<file path="src/rtl/multiport_register_file_pkg.sv">
// rtl/multiport_register_file_pkg.sv - shared sizes and sweep FSM encodings for the register file
// Default widths for multiport_register_file and its scoreboard.
package multiport_register_file_pkg;

  localparam int DATA_LEN     = 32;
  localparam int REG_NUM      = 32;
  localparam int REG_ADDR_LEN = $clog2(REG_NUM);

  typedef enum logic {
    RF_IDLE  = 1'b0,
    RF_SWEEP = 1'b1
  } rf_state_e;

endpackage

</file>
<file path="src/rtl/multiport_register_file_scoreboard.sv">
// rtl/multiport_register_file_scoreboard.sv - per-register busy bits with set-over-clear priority
// Module regfile_scoreboard: register 0 is never busy.
module regfile_scoreboard #(
  parameter int NUM_REGS = 32,
  parameter int NUM_RD   = 2,
  localparam int ADDR_W  = $clog2(NUM_REGS)
) (
  input  logic                     clk,
  input  logic                     rst,
  input  logic                     set_en,
  input  logic [ADDR_W-1:0]        set_addr,
  input  logic [NUM_REGS-1:0]      clr_mask,
  input  logic [NUM_RD*ADDR_W-1:0] raddr,
  output logic [NUM_RD-1:0]        rbusy
);

  logic [NUM_REGS-1:0] busy_q;
  logic [NUM_REGS-1:0] busy_d;

  // A new producer supersedes a completing one, so the set is applied after the clears.
  always_comb begin
    busy_d = busy_q & ~clr_mask;
    if (set_en) begin
      busy_d[set_addr] = 1'b1;
    end
    busy_d[0] = 1'b0;
  end

  always_ff @(posedge clk or posedge rst) begin
    if (rst) begin
      busy_q <= '0;
    end else begin
      busy_q <= busy_d;
    end
  end

  always_comb begin
    rbusy = '0;
    for (int k = 0; k < NUM_RD; k++) begin
      rbusy[k] = busy_q[raddr[k*ADDR_W +: ADDR_W]];
    end
  end

endmodule

</file>
<file path="src/rtl/multiport_register_file.sv">
// rtl/multiport_register_file.sv - multi-read, dual-write register file with busy scoreboard and clear sweep
// Optional same-cycle write-to-read forwarding under REGFILE_BYPASS_EN.
module multiport_register_file
  import multiport_register_file_pkg::*;
#(
  parameter int DATA_W   = DATA_LEN,
  parameter int NUM_REGS = REG_NUM,
  parameter int ADDR_W   = $clog2(NUM_REGS),
  parameter int NUM_RD   = 2
) (
  input  logic                     clk,
  input  logic                     rst,
  input  logic                     we0,
  input  logic [ADDR_W-1:0]        waddr0,
  input  logic [DATA_W-1:0]        wdata0,
  input  logic                     we1,
  input  logic [ADDR_W-1:0]        waddr1,
  input  logic [DATA_W-1:0]        wdata1,
  input  logic [NUM_RD*ADDR_W-1:0] raddr,
  output logic [NUM_RD*DATA_W-1:0] rdata,
  output logic [NUM_RD-1:0]        rbusy,
  input  logic                     issue_valid,
  input  logic [ADDR_W-1:0]        issue_addr,
  input  logic                     clr_req,
  output logic                     ready
);

  rf_state_e           state_q, state_d;
  logic [ADDR_W-1:0]   cnt_q, cnt_d;
  logic [DATA_W-1:0]   regs_q [NUM_REGS];
  logic [DATA_W-1:0]   regs_d [NUM_REGS];
  logic                w0_acc, w1_acc, set_en, sweeping;
  logic [NUM_REGS-1:0] clr_mask;
  logic [NUM_RD-1:0]   sb_rbusy;

  assign ready    = (state_q == RF_IDLE);
  assign sweeping = (state_q == RF_SWEEP);
  assign w0_acc   = we0 && ready && (waddr0 != '0);
  assign w1_acc   = we1 && ready && (waddr1 != '0);
  assign set_en   = issue_valid && ready && (issue_addr != '0);

  always_comb begin
    state_d = state_q;
    cnt_d   = cnt_q;
    case (state_q)
      RF_IDLE: begin
        if (clr_req) begin
          state_d = RF_SWEEP;
          cnt_d   = ADDR_W'(1);
        end
      end
      RF_SWEEP: begin
        cnt_d = cnt_q + 1'b1;
        if (cnt_q == ADDR_W'(NUM_REGS - 1)) begin
          state_d = RF_IDLE;
        end
      end
      default: state_d = RF_IDLE;
    endcase
  end

  // Port 1 is applied last so it wins a same-address collision.
  always_comb begin
    regs_d = regs_q;
    if (w0_acc) begin
      regs_d[waddr0] = wdata0;
    end
    if (w1_acc) begin
      regs_d[waddr1] = wdata1;
    end
    if (sweeping) begin
      regs_d[cnt_q] = '0;
    end
    regs_d[0] = '0;
  end

  always_comb begin
    clr_mask = '0;
    if (w0_acc) begin
      clr_mask[waddr0] = 1'b1;
    end
    if (w1_acc) begin
      clr_mask[waddr1] = 1'b1;
    end
    if (sweeping) begin
      clr_mask[cnt_q] = 1'b1;
    end
  end

  always_ff @(posedge clk or posedge rst) begin
    if (rst) begin
      state_q <= RF_IDLE;
      cnt_q   <= '0;
      for (int i = 0; i < NUM_REGS; i++) begin
        regs_q[i] <= '0;
      end
    end else begin
      state_q <= state_d;
      cnt_q   <= cnt_d;
      regs_q  <= regs_d;
    end
  end

  regfile_scoreboard #(
    .NUM_REGS (NUM_REGS),
    .NUM_RD   (NUM_RD)
  ) u_scoreboard (
    .clk      (clk),
    .rst      (rst),
    .set_en   (set_en),
    .set_addr (issue_addr),
    .clr_mask (clr_mask),
    .raddr    (raddr),
    .rbusy    (sb_rbusy)
  );

  for (genvar k = 0; k < NUM_RD; k++) begin : g_rd
    logic [ADDR_W-1:0] ra;
    assign ra = raddr[k*ADDR_W +: ADDR_W];

    always_comb begin
      rdata[k*DATA_W +: DATA_W] = (ra == '0) ? '0 : regs_q[ra];
      rbusy[k]                  = sb_rbusy[k];
`ifdef REGFILE_BYPASS_EN
      if (ra != '0) begin
        if (w1_acc && (waddr1 == ra)) begin
          rdata[k*DATA_W +: DATA_W] = wdata1;
          rbusy[k]                  = set_en && (issue_addr == ra);
        end else if (w0_acc && (waddr0 == ra)) begin
          rdata[k*DATA_W +: DATA_W] = wdata0;
          rbusy[k]                  = set_en && (issue_addr == ra);
        end
      end
`endif
    end
  end

endmodule

</file>
<file path="config.mk">
export PLATFORM = sky130hd
export DESIGN_NAME = multiport_register_file
export DESIGN_NICKNAME = d
export VERILOG_FILES = /design/src/rtl/multiport_register_file_pkg.sv /design/src/rtl/multiport_register_file_scoreboard.sv /design/src/rtl/multiport_register_file.sv
export SDC_FILE = /design/constraint.sdc
export NUM_CORES = 2
export LEC_CHECK = 0
export BUFFER_PORTS_ARGS = -buffer_cell sky130_fd_sc_hd__buf_2
export CAP_MARGIN = 20
export CORE_MARGIN = 2
export CORE_UTILIZATION = 31
export CTS_CLUSTER_SIZE = 16
export DETAILED_ROUTE_END_ITERATION = 10
export SYNTH_ARGS = -nofsm -noshare
export SYNTH_HDL_FRONTEND = slang
export SYNTH_SLANG_ARGS = --single-unit
export TNS_END_PERCENT = 5
</file>
<file path="constraint.sdc">
create_clock -name clk -period 42.5 [get_ports clk]
set_input_delay 2.125 -clock clk [delete_from_list [all_inputs] [get_ports clk]]
set_output_delay 2.125 -clock clk [all_outputs]
set_load 0.01 [all_outputs]
</file>
==> results.cfg <==
[grt]
groute.usage.overall = 0.255
grt_pass1_wl_um = 411000
grt_pass1_vias = 55500
overflow = 0
antenna_found_initial = 43
grt_max_degree = 142

[routing]
antenna_left = 0
wl_met1_um = 104000
drt_iter0_markers = 7719
avgViaCountPerCell = 6.48
wl_met3_um = 34200
drtPass1Iterations = 6
topRoutingLayerUsed = met5
wl_met2_um = 128000
wirelength_um = 287000
drc = 0
vias = 56500
wl_per_cell_um = 32.9

[logic_synthesis]
syn_nets = 6285
synth_top_area_frac = 0.386
synth_warnings = 0
ys_types = 61
ys_seq_elements = 1029
ys_seq_area_frac = 0.386
synth_cells = 6185
ys.flop_type = dfrtp_1
yosysMostFrequentCell = dfrtp_1
yosysTopAreaCell = dfrtp_1
synth_area_per_cell_um2 = 10.8
synth_area_leaders = dfrtp_1, mux4_2, mux2i_1
synth_edf_count = 0
synth_area_um2 = 66700
ys_top_cells_by_count = dfrtp_1, mux2i_1, nor2_1
synthArstFlopShare = 1.00

[clock_network]
cts_hold_buf = 0
root_buffer = clkbuf_16
cts_buffers = 105
tritoncts = built
cts.repair.resized = 0
cts_max_level = 3
post_cts_buffers = 0
clock-sinks = 1029
clk_latency_ns = 0.73
cts_buffer_depth = 3
cts.clk_slew.worst_paths_ns = 0.06

[setup_path]
critical_path_class = in -> out
crit_arrival_ns = 5.94
critPathRequiredTime_ns = 40.38
crit_top_cell = buf_4
worstSetupStartpointType = primary input
critPathMaxStageDelay_ns = 0.88
cp-end-kind = output port
crit_chain = buf_8, buf_4, buf_4, mux4_2, o22ai_1, nor2_1, o31a_1, buf_2
crit_path_max_fanout = 60
cp_slowest_cell = buf_4

[timing]
setup_viol = 0
period_share = 0.190
hold_viol = 0
min_period_ns = 8.06
rsz0062_at_grt = false
slew_headroom = 0.217
finalMaxSlewViolations = 0
tns_ns = 0
skew_ns = 0.0174
finalWorstSetupSlack_ns = 34.44
worst_slew_pin_slew_ns = 1.18
max_freq_ghz = 0.124

[placed_design]
dp_slack_ns = 34.64
hpwl_um = 161000
place_congestion = 0.934
portBuffers = 161

[finish]
finalNetCount = 5868
drive_gt1_frac = 0.193
syn2layout_area_growth_pct = 9.77
fillers = 21000

[floorplanning]
dieArea_um2 = 219000
num_rows = 170
core_region_area_um2 = 214000
io-pin-count = 162
initial_core_util = 0.311
fp.dieH_um = 468
die_x_um = 468

[power]
power.leakage_nw = 30.6
peakVddDrop_mv = 0.0341
p_per_area_nw_per_um2 = 46.0

[flow_run]
drv_cap = 0

[status]
outcome = finished clean

[min_path]
hold_class = reg -> reg
## metal layers
metal | vias up | GRT usage
li1 | 22600 | -
met1 | 28400 | 0.314
met2 | 4281 | 0.390
met3 | 1107 | 0.0722
met4 | 26 | 0.166
met5 | - | 0
## flip-flops by register name, indices dropped and copies added, names as in the netlist
name and cells:
cnt_q 5, state_q 1, u_scoreboard.busy_q 31, regs_q 992
## worst max-delay path: cells and delay by family
family,cells,cell delay [ns]
buf+inv,4,2.29
mux,1,0.35
simple gates,1,0.59
compound gates,2,0.37
## final timing paths
kind / cells past startpoint / from / slack, ns / to
max in group asynchronous: 5 / rst / 37.61 / regs_q[264]
max reg2reg: 6 / state_q / 38.76 / regs_q[208]
min in group asynchronous: 2 / rst / 1.57 / regs_q[763]
max: 8 / raddr[6] / 34.44 / rdata[34]
min reg2reg: 1 / u_scoreboard.busy_q[29] / 0.54 / u_scoreboard.busy_q[29]
min: 1 / u_scoreboard.busy_q[29] / 0.54 / u_scoreboard.busy_q[29]
## kinds of logic (layout without fill, tap and decap cells)
family	count (synthesis)	in the layout	share of synthesized area
buffers and inverters	839	509	0.0533
multiplexers	1527	1527	0.317
AO/OA/AOI/OAI	1548	1548	0.162
AND/OR/NAND/NOR	1235	1235	0.0804
XOR/XNOR	2	2	0.000263
other	0	25	0
adder cells (fa/ha/maj)	5	5	0.000938
flip-flops	1029	1029	0.386
## cell type report
cell class	instances	area, µm²	share of cell area
Timing Repair Buffer	302	2010	0.0275
Tap cell	2838	3550	0.0485
Clock inverter	37	523	0.00714
Sequential cell	1029	25700	0.352
Inverter	13	56.3	0.000769
Antenna cell	25	62.6	0.000855
Clock buffer	157	3170	0.0434
Multi-Input combinational cell	4317	38100	0.520
## power breakdown
part           total [mW]  internal [mW]  switching, mW
combinational       0.927          0.439          0.488
sequential           1.42           1.22          0.206
clock                1.02          0.583          0.438
## metrics by stage
| step | hold WS, ns | power [mW] | utilization | area (µm²) | cells |
|---|---|---|---|---|---|
| global route | 0.554 | 3.48 | 0.342 | 73200 | 8714 |
| detailed placement | 0.523 | 2.32 | 0.324 | 69300 | 8494 |
| finish | 0.536 | 3.37 | 0.342 | 73200 | 8718 |
| CTS | 0.537 | 3.34 | 0.341 | 73000 | 8688 |
| floorplan | 0.494 | 2.01 | - | 66700 | 6185 |
| global placement | 0.510 | 2.29 | 0.324 | 69300 | 8494 |
## cell usage in the layout (no fill, tap or decap), types with 16 or more instances in the layout
cell type,Yosys,layout
a211oi_1,870,870
a21oi_1,187,187
a22o_1,60,60
a22oi_1,66,66
a31o_2,16,16
buf_2,132,155
buf_4,45,136
clkbuf_1,543,18
clkbuf_16,0,106
clkbuf_8,0,33
dfrtp_1,1029,1029
diode_2,0,25
mux2_2,66,66
mux2i_1,1001,1001
mux4_2,460,460
nand2_1,25,19
nand3_4,0,29
nor2_1,979,961
nor2_4,0,27
nor2b_1,73,69
o21ai_0,140,140
o22ai_1,128,128
o31a_1,60,60
No activity file was read; power rests on OpenSTA's default activity.
